[src/rtl/iob_pwm_sched_pkg.sv]
// iob_pwm_sched_pkg: FSM encoding and timing constants shared by the PWM scheduler
package iob_pwm_sched_pkg;
    typedef enum logic [1:0] {
        ST_IDLE  = 2'd0,
        ST_ISSUE = 2'd1,
        ST_DRAIN = 2'd2
    } state_e;
    localparam int MIN_PERIOD_EXTRA = 2;
    localparam int ROM_LAT = 1;
    function automatic int min_period(input int n_ch);
        return n_ch + MIN_PERIOD_EXTRA;
    endfunction
endpackage

[src/rtl/iob_pwm_sched_ch.sv]
// iob_pwm_ch: per-channel shadow/active duty pair and registered PWM compare
module iob_pwm_ch #(
    parameter int CNT_W = 16
) (
    input  logic             clk,
    input  logic             rst,
    input  logic             en,
    input  logic             load,
    input  logic             cap,
    input  logic [CNT_W-1:0] cap_val,
    input  logic [CNT_W-1:0] cnt,
    output logic             pwm
);
    logic [CNT_W-1:0] shadow_q, shadow_d, duty_q, duty_d;
    logic             pwm_q, pwm_d;
    // shadow captures fetched duty, active duty swaps in at the boundary, output compares carrier
    always_comb begin
        shadow_d = cap ? cap_val : shadow_q;
        duty_d   = load ? shadow_q : (en ? duty_q : '0);
        pwm_d    = en && (cnt < duty_q);
    end
    // channel registers
    always_ff @(posedge clk) begin
        if (rst) begin
            shadow_q <= '0;
            duty_q   <= '0;
            pwm_q    <= 1'b0;
        end else begin
            shadow_q <= shadow_d;
            duty_q   <= duty_d;
            pwm_q    <= pwm_d;
        end
    end
    assign pwm = pwm_q;
endmodule

[src/rtl/iob_pwm_sched.sv]
// iob_pwm_sched: time-shares one waveform ROM across N_CH PWM channels on a common carrier
module iob_pwm_sched
    import iob_pwm_sched_pkg::*;
#(
    parameter int N_CH       = 4,
    parameter int ROM_ADDR_W = 7,
    parameter int ROM_DATA_W = 16,
    parameter int CNT_W      = 16
) (
    input  logic                       clk,
    input  logic                       rst,
    input  logic                       en,
    input  logic [CNT_W-1:0]           period,
    input  logic [N_CH*ROM_ADDR_W-1:0] step,
    output logic                       rom_en,
    output logic [ROM_ADDR_W-1:0]      rom_addr,
    input  logic [ROM_DATA_W-1:0]      rom_rdata,
    output logic [N_CH-1:0]            pwm_out,
    output logic                       busy
);
    localparam int CH_W = (N_CH > 1) ? $clog2(N_CH) : 1;
    localparam logic [CNT_W-1:0] P_MIN = CNT_W'(min_period(N_CH));

    state_e                        state_q, state_d;
    logic [CH_W-1:0]               ch_q, ch_d, cap_idx;
    logic [CNT_W-1:0]              cnt_q, cnt_d, period_q, period_d, p_eff, cap_val;
    logic [ROM_ADDR_W-1:0]         phase_q [N_CH];
    logic [ROM_ADDR_W-1:0]         phase_d [N_CH];
    logic [ROM_DATA_W+CNT_W-1:0]   prod;
    logic                          boundary, cap_any;

    assign p_eff    = (period < P_MIN) ? P_MIN : period;
    assign boundary = en && (cnt_q == period_q - CNT_W'(1));

    // carrier counter, period latch and fetch sequencer
    always_comb begin
        cnt_d    = (!en || boundary) ? '0 : cnt_q + CNT_W'(1);
        period_d = (!en || boundary) ? p_eff : period_q;
        state_d  = state_q;
        ch_d     = ch_q;
        if (state_q == ST_ISSUE) begin
            ch_d = ch_q + CH_W'(1);
            if (ch_q == CH_W'(N_CH - 1))
                state_d = ST_DRAIN;
        end else if (state_q == ST_DRAIN) begin
            state_d = ST_IDLE;
        end
        if (boundary) begin
            state_d = ST_ISSUE;
            ch_d    = '0;
        end
        if (!en)
            state_d = ST_IDLE;
    end

    // advance the phase of the channel being issued this cycle
    always_comb begin
        for (int i = 0; i < N_CH; i++)
            phase_d[i] = (state_q == ST_ISSUE && ch_q == CH_W'(i))
                       ? phase_q[i] + step[i*ROM_ADDR_W +: ROM_ADDR_W] : phase_q[i];
    end

    // sequencer, carrier and phase registers
    always_ff @(posedge clk) begin
        if (rst) begin
            state_q  <= ST_IDLE;
            ch_q     <= '0;
            cnt_q    <= '0;
            period_q <= P_MIN;
            phase_q  <= '{default: '0};
        end else begin
            state_q  <= state_d;
            ch_q     <= ch_d;
            cnt_q    <= cnt_d;
            period_q <= period_d;
            phase_q  <= phase_d;
        end
    end

    assign rom_en   = state_q == ST_ISSUE;
    assign rom_addr = rom_en ? phase_q[ch_q] : '0;
    assign busy     = state_q != ST_IDLE;

    // data returns one cycle after its read, so the capture trails the issue index
    assign cap_any = (state_q == ST_ISSUE && ch_q != '0) || state_q == ST_DRAIN;
    assign cap_idx = (state_q == ST_DRAIN) ? CH_W'(N_CH - ROM_LAT) : ch_q - CH_W'(ROM_LAT);
    assign prod    = {{CNT_W{1'b0}}, rom_rdata} * {{ROM_DATA_W{1'b0}}, period_q};
    assign cap_val = CNT_W'(prod >> ROM_DATA_W);

    for (genvar i = 0; i < N_CH; i++) begin : g_ch
        iob_pwm_ch #(.CNT_W(CNT_W)) u_ch (
            .clk     (clk),
            .rst     (rst),
            .en      (en),
            .load    (boundary),
            .cap     (cap_any && cap_idx == CH_W'(i)),
            .cap_val (cap_val),
            .cnt     (cnt_q),
            .pwm     (pwm_out[i])
        );
    end
endmodule

[config.mk]
export PLATFORM = sky130hd
export DESIGN_NAME = iob_pwm_sched
export DESIGN_NICKNAME = d
export VERILOG_FILES = /design/src/rtl/iob_pwm_sched_pkg.sv /design/src/rtl/iob_pwm_sched_ch.sv /design/src/rtl/iob_pwm_sched.sv
export SDC_FILE = /design/constraint.sdc
export NUM_CORES = 1
export LEC_CHECK = 0
export ABC_AREA = 0
export CORE_MARGIN = 4
export CORE_UTILIZATION = 68
export CTS_CLUSTER_DIAMETER = 40
export CTS_CLUSTER_SIZE = 40
export DETAILED_ROUTE_END_ITERATION = 6
export GPL_ROUTABILITY_DRIVEN = 0
export GPL_TIMING_DRIVEN = 0
export PLACE_DENSITY = 0.84
export SYNTH_ARGS = -nofsm -noshare
export SYNTH_HDL_FRONTEND = slang
export SYNTH_SLANG_ARGS = --single-unit
[constraint.sdc]
create_clock -name clk -period 19.1 [get_ports clk]
set_clock_uncertainty 0.15 [all_clocks]
set_input_delay 1.91 -clock clk [delete_from_list [all_inputs] [get_ports clk]]
set_output_delay 1.91 -clock clk [all_outputs]
set_load 0.01 [all_outputs]
; ---- After elaboration in Yosys (flattened, before gate mapping)
; Index checks and enable logic that the tools add are counted.
[op_classes]
addsub = 8
mul = 1
order_cmp = 6
n_eq_ne = 12
n_mux = 15
bitwise = 2
reduce_logical = 29
[op_table]
columns = op, count
row1 = two-way mux 16 bit, 6
row2 = less-than comparator 16 bit, 4
row3 = multiplier 16 x 16 -> 32 bit, 1
row4 = adder 7 bit, 4
row5 = two-way mux 7 bit, 3
row6 = adder 16 x 1 -> 16 bit (second input constant), 1
row7 = equality test 16 bit, 1
row8 = less-than comparator 16 x 3 -> 1 bit (second input constant), 1
row9 = subtractor 16 x 1 -> 16 bit (second input constant), 1
row10 = binary-select mux 7 bit (select 2 bit), 1
row11 = logical AND 1 bit, 14
row12 = equality test 2 bit (second input constant), 5
row13 = two-way mux 2 bit, 4
row14 = equality test 2 x 1 -> 1 bit (second input constant), 3
row15 = nonzero test 2 bit, 3
row16 = OR reduction 2 bit, 3
row17 = zero test 2 bit, 2
row18 = != test 2 x 1 -> 1 bit (second input constant), 2
row19 = AND reduction 2 bit, 2
row20 = greater-or-equal comparator 3 bit (second input constant), 1
row21 = != test 3 x 1 -> 1 bit (second input constant), 1
row22 = NOT 2 -> 3 bit, 1
row23 = nonzero test 3 bit, 1
row24 = OR reduction 3 bit, 1
row25 = other kinds (6), 7
[totals]
ff_bits = 196
in_bits = 63
out_inout_bits = 13
word_cells = 94

; ---- Logic depth before layout (Yosys ltp)
[depth]
ltp_word = 5
ltp_mapped = 23
mapped_depth_nobuf = 22

; ---- Cells and area by module
; Synthesis repeated with hierarchy kept, for this count alone.
[hier_totals]
hier_cells = 2123
area_unflattened_um2 = 18350.1
[by_module_without_submodules]
columns = mod, n_inst, cells_per_inst, area_each_um2, seq_area_each_um2
row1 = iob_pwm_sched, 1, 1419, 12219.2, 1281.2
row2 = iob_pwm_ch, 4, 176, 1532.7, 660.6

; ---- Worst setup path before layout
; No wires, ideal clock.
[synth_path]
path_kind = input -> register
start = input port rom_rdata[7]
end = register g_ch[3].u_ch.shadow_q[15]
setup_time_ns = 0.092
arrival_ns = 7.452
required_ns = 18.858
setup_slack_ns = 11.406
path_stages = 22
n_path_buf = 1
path_cell_list = clkbuf_1 -> nand2_1 -> fa_1 -> inv_1 -> fa_1 -> inv_1 -> fa_1 -> inv_1 -> fa_1 -> fa_1 -> inv_1 -> fa_1 -> inv_1 -> ha_1 -> a21oi_1 -> o21ai_0 -> o21a_1 -> o21a_1 -> a2111oi_0 -> nor2_1 -> and3_1 -> nor4_1
[synth_via]
elab_chain_len = 1
[synth_rtl]
columns = element, line
row1 = from (decl), iob_pwm_sched.sv:17  ; input logic [ROM_DATA_W-1:0] rom_rdata,
row2 = multiplier 16 x 16 -> 32 bit, iob_pwm_sched.sv:87  ; assign prod = {{CNT_W{1'b0}}, rom_rdata} * {{ROM_DATA_W{1'b0}}, period_q};
row3 = to (signal assigned), iob_pwm_sched_ch.sv:29  ; shadow_q <= shadow_d;
row4 = to (decl), iob_pwm_sched_ch.sv:14  ; logic [CNT_W-1:0] shadow_q, shadow_d, duty_q, duty_d;
; Every way passes these cells.
; A chain may end at the register's enable or synchronous reset.

; ---- Worst setup path in the final report
[layout_path]
start = input port rom_rdata[10]
end = register g_ch[1].u_ch.shadow_q[13]
[layout_via]
elab_chain_len = 1
[layout_rtl]
columns = element, line
row1 = multiplier 16 x 16 -> 32 bit, iob_pwm_sched.sv:87
row2 = to (signal assigned), iob_pwm_sched_ch.sv:29
row3 = to (decl), iob_pwm_sched_ch.sv:14
; Every way passes these cells.

==> impl_results.md <==
- Top cells by count, synth: nand2_1 (336), inv_1 (324), fa_1 (197)
- First-pass GRT wire length: 84.93 mm
- Final setup violation count: 0
- Overall power: roughly 1.7 mW
- GRT overflow: 0
- Io pins: 76
- Final Net Count: 2,757
- Num rows: 60
- Slew headroom: between 20% and 30%
- Number of flops mapped to enable cells by yosys: 0
- Syn Inst Count: approximately 2.2k
- GRT Overall Usage: 35.42%
- Placed inst area: roughly 0.02 mm^2
- Finished Cell Area: roughly 0.020 mm^2
- H-tree levels: 4
- RSZ-0062 raised after global routing: false
- Die Y-Extent: about 170 um
- Top-count cell post-synth: nand2_1
- Root Driver: clkbuf_16
- Clock Path Buffers: 2
- Post_cts resized: 0
- Initial antenna violation count: 0
- Post-synthesis register bit count: roughly 200
- PwrDens: around 82 mW/mm^2
- Final Core Density: about three quarters
- Yosys warning total: 0
- Status: finished, final reports clean
- Max Fanout on Critical Path: 10
- Post-synth top flop: dfxtp_1
- Cts hold-fix bufs: 0
- Storage cell area: between 0.003 and 0.004 mm^2
- Minimum clock period: around 9.6 ns
- Hold Fails Final Rpt: 0
- WHS: about 0.31 ns
- Post-Layout Cell Count: roughly 2.7k
- Filler Cell Count: roughly 1.9k
- Lkg Pwr: a little under 9 nW
- Initial Utilization: slightly below 70%
- Maxcap violations: 0
- Register area share after synthesis: 21.26%
- Yosys top cell area share: between 20% and 30%
- Tcrit/Tclk final: about half
- Clk sinks: ~200
- Crit Path Category: in -> reg
- DR pass1 iterations: 5
- Clock-pin slew on the worst setup and hold paths: roughly 0.090 ns
- Post-Route WL: between 50 and 60 mm
- Antenna Nets Post-Route: 0
- Largest net degree at the start of global routing: 26
- Clock network latency to the later pin of the worst-skew pair: between 0.4 and 0.5 ns
- Synth top area cells: fa_1 (21%), dfxtp_1 (21%), ha_1 (13%), nand2_1 (6.8%), inv_1 (6.6%)
- Core Footprint: about 0.027 mm^2
- Overall die width: 172.7 um
- Syn nets: around 2.7k
- Netlist cell types: 63
- Area of the multi-input gates: between 0.01 and 0.015 mm^2
- Pins Over Slew Limit: 0
- DP HPWL: slightly above 40 mm
- Residual DRC: 0
- Routed vias/inst: just over 6
- Async SR Flop Fraction: 0%
- Layout cell share with drive strength beyond 1: about 3.1%
- Largest area contributor in the netlist: fa_1
- Area grow syn2layout: 9.946%
- TritonCTS clock tree: yes
- Synthesized area per cell: approximately 8.3 um^2
- Setup ws final: between 9 and 10 ns
- Max Clk Rate: roughly 100 MHz
- Avg WL per Cell: ~20 um
- DR iter-0 viols: about 1.5k
- TritonCTS Buffers: 17
- Pre-CTS WS: 9.361 ns
- WP data required: a little under 20 ns
- HP Class: reg -> reg
- Worst slew pin tran: around 1.2 ns
- CP startpoint kind: input port
- Worst Path Arrival: 9.71 ns
- Worst vdd ir: between 0.00009 and 0.0001 V
- Via Count: roughly 16k
- Crit. End Element: flop
- Placed Instances: between 2k and 3k
- Vias in the first global route: around 17k
- Cell Area, Synth: between 0.015 and 0.02 mm^2
- Die area: around 0.03 mm^2
- IO buf count: between 70 and 80
- Post-CTS setup buffers: 0
- Fin Setup TNS: 0 ns
==> final cells by class <==
| type | instances | share of cell area, % |
|---|---|---|
| Multi-Input combinational cell | 1576 | 63.16 |
| Sequential cell | 196 | 19.34 |
| Timing Repair Buffer | 74 | 3.650 |
| Clock inverter | 15 | 1.184 |
| Inverter | 325 | 6.012 |
| Antenna cell | 1 | 0.01233 |
| Clock buffer | 17 | 2.097 |
| Tap cell | 341 | 2.103 |
| Buffer | 116 | 2.442 |
==> sequential cells by signal, summed over array words and instances (netlist names) <==
name                cells
g_ch.u_ch.shadow_q     64
g_ch.u_ch.pwm           4
period_q               16
cnt_q                  16
phase_q                28
ch_q                    2
state_q                 2
g_ch.u_ch.duty_q       64
==> worst paths after layout <==
path | startpoint | endpoint | slack, ns | cells past startpoint
setup / recovery | rom_rdata[10] | g_ch[1].u_ch.shadow_q[13]$_SDFFE_PP0P_ | 9.53 | 21
hold / removal | g_ch[0].u_ch.duty_q[5]$_SDFFE_PP0P_ | g_ch[0].u_ch.duty_q[5]$_SDFFE_PP0P_ | 0.31 | 2
setup reg to reg | period_q[7]$_SDFFE_PP0P_ | g_ch[1].u_ch.shadow_q[13]$_SDFFE_PP0P_ | 10.67 | 22
hold reg to reg | g_ch[0].u_ch.duty_q[5]$_SDFFE_PP0P_ | g_ch[0].u_ch.duty_q[5]$_SDFFE_PP0P_ | 0.31 | 2
==> report_power, final <==
part | internal [mW] | leakage (nW) | total [mW] | switching (mW)
logic | 0.294 | 6.91 | 0.841 | 0.547
clock network | 0.191 | 0.324 | 0.406 | 0.215
registers | 0.411 | 1.58 | 0.413 | 0.00229
total | 0.895 | 8.82 | 1.66 | 0.764
==> worst max-delay path, cell delays in order <==
cell and delay (ns):
clkdlybuf4s50_1 0.76, clkbuf_1 0.54, nand2_1 0.17, fa_1 0.55, fa_1 0.47, fa_1 0.55, inv_1 0.06, fa_1 0.50
fa_1 0.52, inv_1 0.06, fa_1 0.54, inv_1 0.05, ha_1 0.33, a211oi_1 0.42, nand3_1 0.12, a211oi_1 0.33
o32ai_1 0.28, o21ai_0 0.38, nor2_1 0.09, a311oi_1 0.83, o21ai_0 0.24
==> cell families after synthesis <==
| kind of cell | Yosys count | synth area share (%) |
|---|---|---|
| compound gates | 356 | 11.46 |
| xor+xnor | 63 | 2.990 |
| fa+ha+maj | 388 | 34.32 |
| buf+inv | 441 | 9.295 |
| flops | 196 | 21.26 |
| mux | 10 | 1.017 |
| simple gates | 759 | 19.65 |
==> metal layers <==
| layer | share of wire (%) | GRT usage [%] | up-vias |
|---|---|---|---|
| met1 | 37 | 42.86 | 7675 |
| met3 | 9.9 | 8.045 | 243 |
| met4 | 6.0 | 18.82 | 0 |
| met5 | 0 | 0 | - |
| li1 | - | - | 7289 |
| met2 | 47 | 59.35 | 883 |
==> cells in the final DEF (no fill, tap or decap), drive strengths merged, types with 12 or more instances in the layout <==
master	count
a211oi	29
a21o	34
a21oi	162
and2	131
buf	27
clkbuf	106
clkdlybuf4s50	74
dfxtp	196
fa	197
ha	191
inv	337
nand2	337
nand2b	25
nand3	37
nand3b	20
nor2	111
nor2b	19
nor3	27
nor4	12
o21ai	71
xnor2	43
xor2	20
Note: power is estimated with default switching activity, not from simulation.
